### config.mk
export PLATFORM = sky130hd
export DESIGN_NAME = wb_arbiter_nx1
export DESIGN_NICKNAME = d
export VERILOG_FILES = /design/src/rtl/wb_arb_pkg.sv /design/src/rtl/wb_arb_rr_pick.sv /design/src/rtl/wb_arbiter_nx1.sv
export SDC_FILE = /design/constraint.sdc
export NUM_CORES = 1
export LEC_CHECK = 0
export BUFFER_PORTS_ARGS = -buffer_cell sky130_fd_sc_hd__buf_4
export CORE_AREA = 2 2 175 177
export CTS_BUF_LIST = sky130_fd_sc_hd__clkbuf_8
export CTS_CLUSTER_SIZE = 30
export DETAILED_ROUTE_END_ITERATION = 8
export DIE_AREA = 0 0 177 179
export GPL_TIMING_DRIVEN = 0
export PLACE_DENSITY = 0.4
export SYNTH_ARGS = -nofsm -noshare
export SYNTH_HDL_FRONTEND = slang
export SYNTH_SLANG_ARGS = --single-unit
export TNS_END_PERCENT = 50
### constraint.sdc
create_clock -name clk -period 3.85 [get_ports clk]
set_input_delay 0.385 -clock clk [delete_from_list [all_inputs] [get_ports clk]]
set_output_delay 0.385 -clock clk [all_outputs]
set_load 0.005 [all_outputs]
### src/rtl/wb_arb_pkg.sv
// wb_arb_pkg
// Shared types and helpers for the Wishbone N:1 round-robin arbiter.
//   arb_state_e : arbiter FSM state encoding (IDLE, BUSY, TOUT)
//   idx_width   : bits needed to hold a master index, never less than 1
package wb_arb_pkg;

  typedef enum logic [1:0] {
    IDLE = 2'd0,
    BUSY = 2'd1,
    TOUT = 2'd2
  } arb_state_e;

  function automatic int idx_width(input int n);
    return ($clog2(n) < 1) ? 1 : $clog2(n);
  endfunction

endpackage

### src/rtl/wb_arb_rr_pick.sv
// wb_arb_rr_pick
// Combinational round-robin selector: returns the first asserted request at
// or after ptr, scanning upward and wrapping modulo N_MASTERS.
// Ports:
//   req   in  N_MASTERS  request vector
//   ptr   in  IW         scan start index
//   valid out 1          any request present
//   pick  out N_MASTERS  one-hot winner
//   idx   out IW         winner index
module wb_arb_rr_pick
  import wb_arb_pkg::*;
#(
  parameter int N_MASTERS = 3,
  parameter int IW        = idx_width(N_MASTERS)
) (
  input  logic [N_MASTERS-1:0] req,
  input  logic [IW-1:0]        ptr,
  output logic                 valid,
  output logic [N_MASTERS-1:0] pick,
  output logic [IW-1:0]        idx
);

  // Scan from the farthest offset down to offset 0 so the nearest
  // requester after ptr overwrites any farther one.
  always_comb begin
    int j;
    j     = 0;
    valid = 1'b0;
    pick  = '0;
    idx   = '0;
    for (int k = N_MASTERS - 1; k >= 0; k--) begin
      j = (int'(ptr) + k) % N_MASTERS;
      if (req[j]) begin
        valid   = 1'b1;
        pick    = '0;
        pick[j] = 1'b1;
        idx     = IW'(j);
      end
    end
  end

endmodule

### src/rtl/wb_arbiter_nx1.sv
// wb_arbiter_nx1
// Round-robin arbiter sharing one Wishbone slave port among N_MASTERS
// masters. Ownership is held for the whole CYC period of the winner.
// Optional watchdog (macro WB_ARB_TIMEOUT_EN) ends stalled strobes with ERR.
// Ports:
//   clk, rstn                      clock, async active-low reset
//   ADR/CTI/BTE/DAT_W/SEL/CYC/STB/WE  per-master request (unpacked arrays)
//   DAT_R, ACK, ERR                per-master response
//   SADR/SCTI/SBTE/SDAT_W/SSEL/SCYC/SSTB/SWE  to slave
//   SDAT_R, SACK, SERR             from slave
//   gnt                            one-hot owner, zero when idle
//
// state | meaning
// IDLE  | no owner, slave outputs zero, arbitrate on CYC
// BUSY  | owner's request forwarded, slave response routed to owner
// TOUT  | watchdog fired: slave cycle dropped, one-cycle ERR to owner
module wb_arbiter_nx1
  import wb_arb_pkg::*;
#(
  parameter int WB_ADDR_WIDTH  = 32,
  parameter int WB_DATA_WIDTH  = 32,
  parameter int N_MASTERS      = 3,
  parameter int TIMEOUT_CYCLES = 256
) (
  input  logic                     clk,
  input  logic                     rstn,
  input  logic [WB_ADDR_WIDTH-1:0] ADR    [N_MASTERS-1:0],
  input  logic [2:0]               CTI    [N_MASTERS-1:0],
  input  logic [1:0]               BTE    [N_MASTERS-1:0],
  input  logic [WB_DATA_WIDTH-1:0] DAT_W  [N_MASTERS-1:0],
  input  logic [WB_DATA_WIDTH/8-1:0] SEL  [N_MASTERS-1:0],
  input  logic                     CYC    [N_MASTERS-1:0],
  input  logic                     STB    [N_MASTERS-1:0],
  input  logic                     WE     [N_MASTERS-1:0],
  output logic [WB_DATA_WIDTH-1:0] DAT_R  [N_MASTERS-1:0],
  output logic [N_MASTERS-1:0]     ACK,
  output logic [N_MASTERS-1:0]     ERR,
  output logic [WB_ADDR_WIDTH-1:0] SADR,
  output logic [2:0]               SCTI,
  output logic [1:0]               SBTE,
  output logic [WB_DATA_WIDTH-1:0] SDAT_W,
  output logic [WB_DATA_WIDTH/8-1:0] SSEL,
  output logic                     SCYC,
  output logic                     SSTB,
  output logic                     SWE,
  input  logic [WB_DATA_WIDTH-1:0] SDAT_R,
  input  logic                     SACK,
  input  logic                     SERR,
  output logic [N_MASTERS-1:0]     gnt
);

  localparam int IW = idx_width(N_MASTERS);

  if (N_MASTERS < 2 || N_MASTERS > 8) begin : g_bad_n
    $error("wb_arbiter_nx1: N_MASTERS must be 2..8");
  end
  if (TIMEOUT_CYCLES < 1) begin : g_bad_tout
    $error("wb_arbiter_nx1: TIMEOUT_CYCLES must be >= 1");
  end

  arb_state_e           r_state, w_state_nx;
  logic [IW-1:0]        r_owner, w_owner_nx;
  logic [IW-1:0]        r_ptr, w_ptr_nx, w_ptr_inc;
  logic [N_MASTERS-1:0] r_gnt, w_gnt_nx;
  logic [N_MASTERS-1:0] w_req;
  logic                 w_pick_valid;
  logic [N_MASTERS-1:0] w_pick_oh;
  logic [IW-1:0]        w_pick_idx;
  logic                 w_own_cyc, w_own_stb;

`ifdef WB_ARB_TIMEOUT_EN
  localparam int CW = $clog2(TIMEOUT_CYCLES + 1);
  logic [CW-1:0] r_cnt, w_cnt_nx;
`endif

  always_comb begin
    w_req = '0;
    for (int i = 0; i < N_MASTERS; i++) w_req[i] = CYC[i];
  end

  assign w_own_cyc = CYC[r_owner];
  assign w_own_stb = STB[r_owner];
  assign w_ptr_inc = (r_owner == IW'(N_MASTERS - 1)) ? '0 : r_owner + 1'b1;

  wb_arb_rr_pick #(
    .N_MASTERS (N_MASTERS),
    .IW        (IW)
  ) u_pick (
    .req   (w_req),
    .ptr   (r_ptr),
    .valid (w_pick_valid),
    .pick  (w_pick_oh),
    .idx   (w_pick_idx)
  );

  always_comb begin
    w_state_nx = r_state;
    w_owner_nx = r_owner;
    w_gnt_nx   = r_gnt;
    w_ptr_nx   = r_ptr;
`ifdef WB_ARB_TIMEOUT_EN
    w_cnt_nx   = '0;
`endif
    case (r_state)
      IDLE: begin
        if (w_pick_valid) begin
          w_state_nx = BUSY;
          w_owner_nx = w_pick_idx;
          w_gnt_nx   = w_pick_oh;
        end
      end
      BUSY: begin
        // Release on CYC drop even with an unacknowledged strobe pending.
        if (!w_own_cyc) begin
          w_state_nx = IDLE;
          w_gnt_nx   = '0;
          w_ptr_nx   = w_ptr_inc;
        end
`ifdef WB_ARB_TIMEOUT_EN
        else if (SACK || SERR) begin
          w_cnt_nx = '0;
        end else if (r_cnt == CW'(TIMEOUT_CYCLES)) begin
          w_state_nx = TOUT;
        end else if (w_own_stb) begin
          w_cnt_nx = r_cnt + 1'b1;
        end else begin
          w_cnt_nx = r_cnt;
        end
`endif
      end
`ifdef WB_ARB_TIMEOUT_EN
      TOUT: begin
        if (!w_own_cyc) begin
          w_state_nx = IDLE;
          w_gnt_nx   = '0;
          w_ptr_nx   = w_ptr_inc;
        end else begin
          w_state_nx = BUSY;
        end
      end
`endif
      default: begin
        w_state_nx = IDLE;
        w_gnt_nx   = '0;
      end
    endcase
  end

  always_ff @(posedge clk or negedge rstn) begin
    if (!rstn) begin
      r_state <= IDLE;
      r_owner <= '0;
      r_gnt   <= '0;
      r_ptr   <= '0;
    end else begin
      r_state <= w_state_nx;
      r_owner <= w_owner_nx;
      r_gnt   <= w_gnt_nx;
      r_ptr   <= w_ptr_nx;
    end
  end

`ifdef WB_ARB_TIMEOUT_EN
  always_ff @(posedge clk or negedge rstn) begin
    if (!rstn) r_cnt <= '0;
    else       r_cnt <= w_cnt_nx;
  end
`endif

  // All slave/master outputs derive from registered state, so an async reset
  // zeroes them immediately.
  always_comb begin
    SADR   = '0;
    SCTI   = '0;
    SBTE   = '0;
    SDAT_W = '0;
    SSEL   = '0;
    SCYC   = 1'b0;
    SSTB   = 1'b0;
    SWE    = 1'b0;
    ACK    = '0;
    ERR    = '0;
    if (r_state == BUSY) begin
      SADR         = ADR[r_owner];
      SCTI         = CTI[r_owner];
      SBTE         = BTE[r_owner];
      SDAT_W       = DAT_W[r_owner];
      SSEL         = SEL[r_owner];
      SCYC         = CYC[r_owner];
      SSTB         = STB[r_owner];
      SWE          = WE[r_owner];
      ACK[r_owner] = SACK;
      ERR[r_owner] = SERR;
    end
`ifdef WB_ARB_TIMEOUT_EN
    else if (r_state == TOUT) begin
      SADR         = ADR[r_owner];
      SCTI         = CTI[r_owner];
      SBTE         = BTE[r_owner];
      SDAT_W       = DAT_W[r_owner];
      SSEL         = SEL[r_owner];
      ERR[r_owner] = 1'b1;
    end
`endif
  end

  for (genvar i = 0; i < N_MASTERS; i++) begin : g_datr
    assign DAT_R[i] = SDAT_R;
  end

  assign gnt = r_gnt;

endmodule

# == Word level (Yosys, flattened, before mapping) ==
# Cells that the tools add are included.
# word_totals
out_inout_bits,181
wordCells,92
register_bits,9
input_bits,264
# classes
n_addsub,3
bitwise_logic,3
magnitude_cmp,8
eq_ne,4
mux,59
n_div,3
reduce_logical,8
# op_table
cell,count
$bmux 32 s2,2
$mux 32,4
$ge 32x1->1 const B,3
$lt 32x4->1 const B,3
$mod 32x3->32 const B,2
$mod 3x3->32 const B,1
$mux 3,9
$mux 1,19
$mux 2,8
$bmux 1 s2,6
$bmux 4 s2,1
$demux 1 s2,4
$mux 4,2
$and 3x3->3,2
$bmux 3 s2,1
$pmux 3 s2,1
$reduce_and 2->1,3
$bmux 2 s2,1
$logic_and 1x1->1,4
$pmux 2 s2,1
$add 2x1->3 const B,1
$add 2x2->3 const B,1
$lt 2x3->1 const B,1
$add 2x1->2 const B,1
other kinds (7),7

# == Logic depth before layout (Yosys ltp) ==
# depth
depth_word,11
ltp_mapped,8
mapped_depth_nobuf,7

# == Hierarchy ==
# A second synthesis with hierarchy kept.
# unflattened
hier_cells,525
area_unflattened_um2,3873.7
# modules_own_cells
mod,area_each_um2,instances,cells_per_inst,seq_area_each_um2
wb_arbiter_nx1,3528.4,1,480,200.2
wb_arb_rr_pick,345.3,1,45,0.0

# == Worst setup path before layout ==
# No wires, ideal clock.
# synth_timing
kind,reg-to-reg
startpoint,register r_ptr[1]
endpoint,register r_gnt[0] (netlist: gnt[0])
slack_ns,2.115
n_path_buf,1
synth_period_minus_slack_ns,1.735
setup_ns,0.122
required_time_ns,3.728
stages_incl_launch_ff,9
arrival_time_ns,1.614
cell_sequence,dfrtp_1 > inv_1 > ha_1 > buf_6 > mux2i_1 > o22ai_2 > a21oi_2 > mux2_2 > a32o_1
# synth_between
elab_chain_cells,11
elab_cells_between_ends,39
cone_classes,2 x add/sub; 3 x div; 6 x order compare; 1 x eq/ne; 23 x mux; 4 x reduce/logical
# synth_lines
item,line_no,text
"start, declared",wb_arbiter_nx1.sv:63,"logic [IW-1:0] r_ptr, w_ptr_nx, w_ptr_inc;"
"start signal, assigned",wb_arbiter_nx1.sv:159,r_ptr <= w_ptr_nx;
$add 2x2->3,wb_arb_rr_pick.sv:32,j = (int'(ptr) + k) % N_MASTERS;
$mod 32x3->32,wb_arb_rr_pick.sv:32,
$ge 32x1->1 (not written as such) / $lt 32x4->1 (equally long branches),wb_arb_rr_pick.sv:36,pick[j] = 1'b1;
$logic_and 1x1->1 (not written as such),wb_arb_rr_pick.sv:36,
$mux 1 (not written as such),wb_arb_rr_pick.sv:36,
$demux 1 s2,n/a,
$mux 3 (3 in a row),wb_arb_rr_pick.sv:33,if (req[j]) begin
$mux 3,wb_arbiter_nx1.sv:106,if (w_pick_valid) begin
$pmux 3 s2,wb_arbiter_nx1.sv:104,case (r_state)
"end signal, assigned",wb_arbiter_nx1.sv:158,r_gnt <= w_gnt_nx;
"end, declared",wb_arbiter_nx1.sv:64,"logic [N_MASTERS-1:0] r_gnt, w_gnt_nx;"
# Several ways; a longest one is shown, not always the timed one. The select of a mux whose other input is x is not followed.
# A chain may end at the register's enable or synchronous reset.

# == Worst setup path in the final report ==
# layout_timing
startpoint,register r_owner[0]
endpoint,output port SDAT_W[30]
# layout_between
elab_chain_cells,3
# layout_lines
item,line_no,text
"start, declared",wb_arbiter_nx1.sv:62,"logic [IW-1:0] r_owner, w_owner_nx;"
"start signal, assigned",wb_arbiter_nx1.sv:157,r_owner <= w_owner_nx;
$bmux 32 s2,wb_arbiter_nx1.sv:187,SDAT_W = DAT_W[r_owner];
$mux 32 (not written as such),wb_arbiter_nx1.sv:187,
$mux 32,wb_arbiter_nx1.sv:183,if (r_state == BUSY) begin
"end, declared",wb_arbiter_nx1.sv:41,"output logic [WB_DATA_WIDTH-1:0] SDAT_W,"
# No other way between the ends. The select of a mux whose other input is x is not followed.

==> metrics.yaml <==
vdd_drop_max_v: 0.000263
globalRouteOverflowTotal: 0
grt_pass1_vias: 4598
root_buffer: "clkbuf_8"
place_inst: 1322
final_core_util_pct: 23.6
synth_nets: 782
clock_sinks: 8
worst_pin_slew_ps: 792
grt_first_pass_wirelength_um: 27900
power_mw: 3.42
p_switching_mw: 1.68
die_w_um: 177
cp_num_buf_inv: 4
pwr-share-seq_pct: 4.6
synth.avg_cell_area_um2: 6.71
final_cells: 1326
status: "finished, final reports clean"
drt-pass1-iter-count: 4
clk_path_buf_depth: 2
crit_chain: "buf_2 > clkbuf_1 > clkbuf_1 > o21ai_0 > and2_1 > buf_4"
worst_slack_ps: 1030
htree_num_levels: 1
die-area_um2: 31700
gp_congestion: 0.767
drt_iter0_markers: 138
crit_slowest_cell: "clkbuf_1"
ys_async_sr_fraction_pct: 100
hold_violations: 0
maxCapViolations: 0
start_util_pct: 11.5
synth-seq-cells: 8
setup-tns-final_ps: 0
synth-main-ff-cell: "dfrtp_1"
synth_edf_count: 0
fp.dieH_um: 179
yosysTopAreaCell: "mux2i_1"
hold_class: "flop to flop"
pwr-share-clk_pct: 3.0
syn_area_um2: 3450
num_antenna_cells: 0
seq_area_frac_synth_pct: 5.81
nNetsFinal: 1200
gr-usage-all-layers_pct: 11.5
critPathMaxFanout: 10
p_int_mw: 1.74
end_kind: "primary output"
cp.arrival_ps: 2430
area_growth_pct: 106
drt-total-wl_um: 20700
fin_skew_ps: 2.01
tritoncts: "done"
synth_common_cells: "buf_4 (97), nand2_1 (88), mux2i_1 (79), o21ai_0 (78), and2_1 (75)"
leakage_nw: 3.70
coreArea_um2: 30000
timing.final.crit_share_pct: 73.2
cts_buffers: 3
fmax_mhz: 355
hpwl_um: 17400
cts_setup_buffers: 0
powerDensity_nw_per_um2: 482
synthDistinctLibCells: 39
via_count: 4793
fin_crit_ps: 2820
slew_headroom_pct: 47.2
antenna_found_initial: 0
place_ws_ps: 1160
drive_gt1_share_pct: 57.3
cts_resized: 0
yosysWarnings: 0
ctsHoldBuffers: 1
cp_top_family: "buffers and inverters"
synth.most_common_cell: "buf_4"
io_buffers: 412
start_kind: "flop"
wire_per_inst_um: 15.6
drt.antenna.violating_nets: 0
drc_errors: 0
crit_top_cell: "clkbuf_1"
netSwitchingFraction_pct: 49.1
synth_top_area_share_pct: 22.9
worstSetupPathType: "flop to primary output"
clkLatencyLatePin_ps: 230
row_count: 64
grt_max_degree: 11
slew_violations: 0
finalSetupViolations: 0
rsz0062_at_grt: "no"
p_comb_share_pct: 92.4
via_per_inst: 3.61
slowest_delay_ps: 640
io_pins: 445
synth_area_leaders: "mux2i_1 (23%), buf_4 (21%), and2_1 (14%), o21ai_0 (11%), nand2_1 (9.6%)"
crit_required_ps: 3460
synthCells: 514
clk_pin_slew_worst_paths_ps: 40
final timing paths:
| check | start | endpoint | slack, ps | cells after the start |
|---|---|---|---|---|
| worst max register to register | r_owner[0] | r_ptr[0] | 1840 | 4 |
| min in group asynchronous | rstn | gnt[2] | 520 | 2 |
| max in group asynchronous | rstn | r_owner[1] | 3200 | 2 |
| worst max-delay path | r_owner[0] | SDAT_W[30] | 1030 | 6 |
| worst min-delay path | gnt[2] | gnt[2] | 500 | 1 |
| worst min register to register | gnt[2] | gnt[2] | 500 | 1 |
cell type report:
class                   count  area [um2]
fillers                  3407       22900
repair buffers            413        3100
multi-input cells         367        2330
plain buffers             134         902
well taps                 396         495
flip-flops and latches      8         200
clock buffers               3        41.3
inverters                   5        18.8
routing by layer:
| layer | vias up | GRT usage [%] | wire [um] |
|---|---|---|---|
| met1 | 2125 | 14.5 | 8370 |
| met2 | 214 | 21.4 | 10600 |
| met5 | - | 0 | 0 |
| met3 | 6 | 2.12 | 1610 |
| met4 | 0 | 0.344 | 56 |
| li1 | 2448 | - | - |
flip-flops by register name, summed over array words and instances, names as in the netlist:
register	flops
r_state	1
r_owner	2
r_ptr	2
gnt	3
through the flow:
stage	hold slack (ps)	area [um2]
after global routing	520	7090
after CTS	503	7090
after global placement	214	7040
after floorplan	89.4	3450
final	504	7090
after detailed placement	214	7040
cell usage in the layout (no fill, tap or decap), drive strengths merged, types with 2 or more instances in the layout:
| cell type | Yosys | final |
|---|---|---|
| a21o | 2 | 2 |
| a21oi | 3 | 3 |
| a31oi | 2 | 2 |
| a32o | 2 | 2 |
| and2 | 75 | 75 |
| and3 | 4 | 4 |
| buf | 118 | 530 |
| clkbuf | 16 | 19 |
| dfrtp | 8 | 8 |
| ha | 4 | 4 |
| inv | 5 | 5 |
| mux2 | 2 | 2 |
| mux2i | 79 | 79 |
| nand2 | 88 | 88 |
| nand2b | 2 | 2 |
| nand3 | 2 | 2 |
| nand3b | 2 | 2 |
| nor2 | 5 | 5 |
| nor2b | 3 | 3 |
| o21ai | 81 | 81 |
| o22ai | 2 | 2 |
power groups by stage:
stage / clock network, mW / logic (mW) / registers (mW)
finish: 0.103 / 3.16 / 0.156
global route: 0.111 / 3.50 / 0.161
CTS: 0.104 / 3.24 / 0.156
detailed placement: 0 / 3.23 / 0.157
global placement: 0 / 3.26 / 0.155
floorplan: 0 / 1.67 / 0.149
cells by family (layout without fill, tap and decap cells):
family / after synthesis / in the layout / synth area share (%)
adder cells (fa/ha/maj): 4 / 4 / 1.45
buffers and inverters: 139 / 555 / 26.7
flip-flops: 8 / 8 / 5.81
AO/OA/AOI/OAI: 97 / 97 / 15.4
multiplexers: 81 / 81 / 23.6
AND/OR/NAND/NOR: 185 / 185 / 27.0
worst reg2reg max path, cell delays in order (launching register included):
cell and delay, ps:
dfrtp_1 300, buf_2 270, clkbuf_1 640, clkbuf_1 500, o31ai_1 150
(Power assumes the default switching activity.)
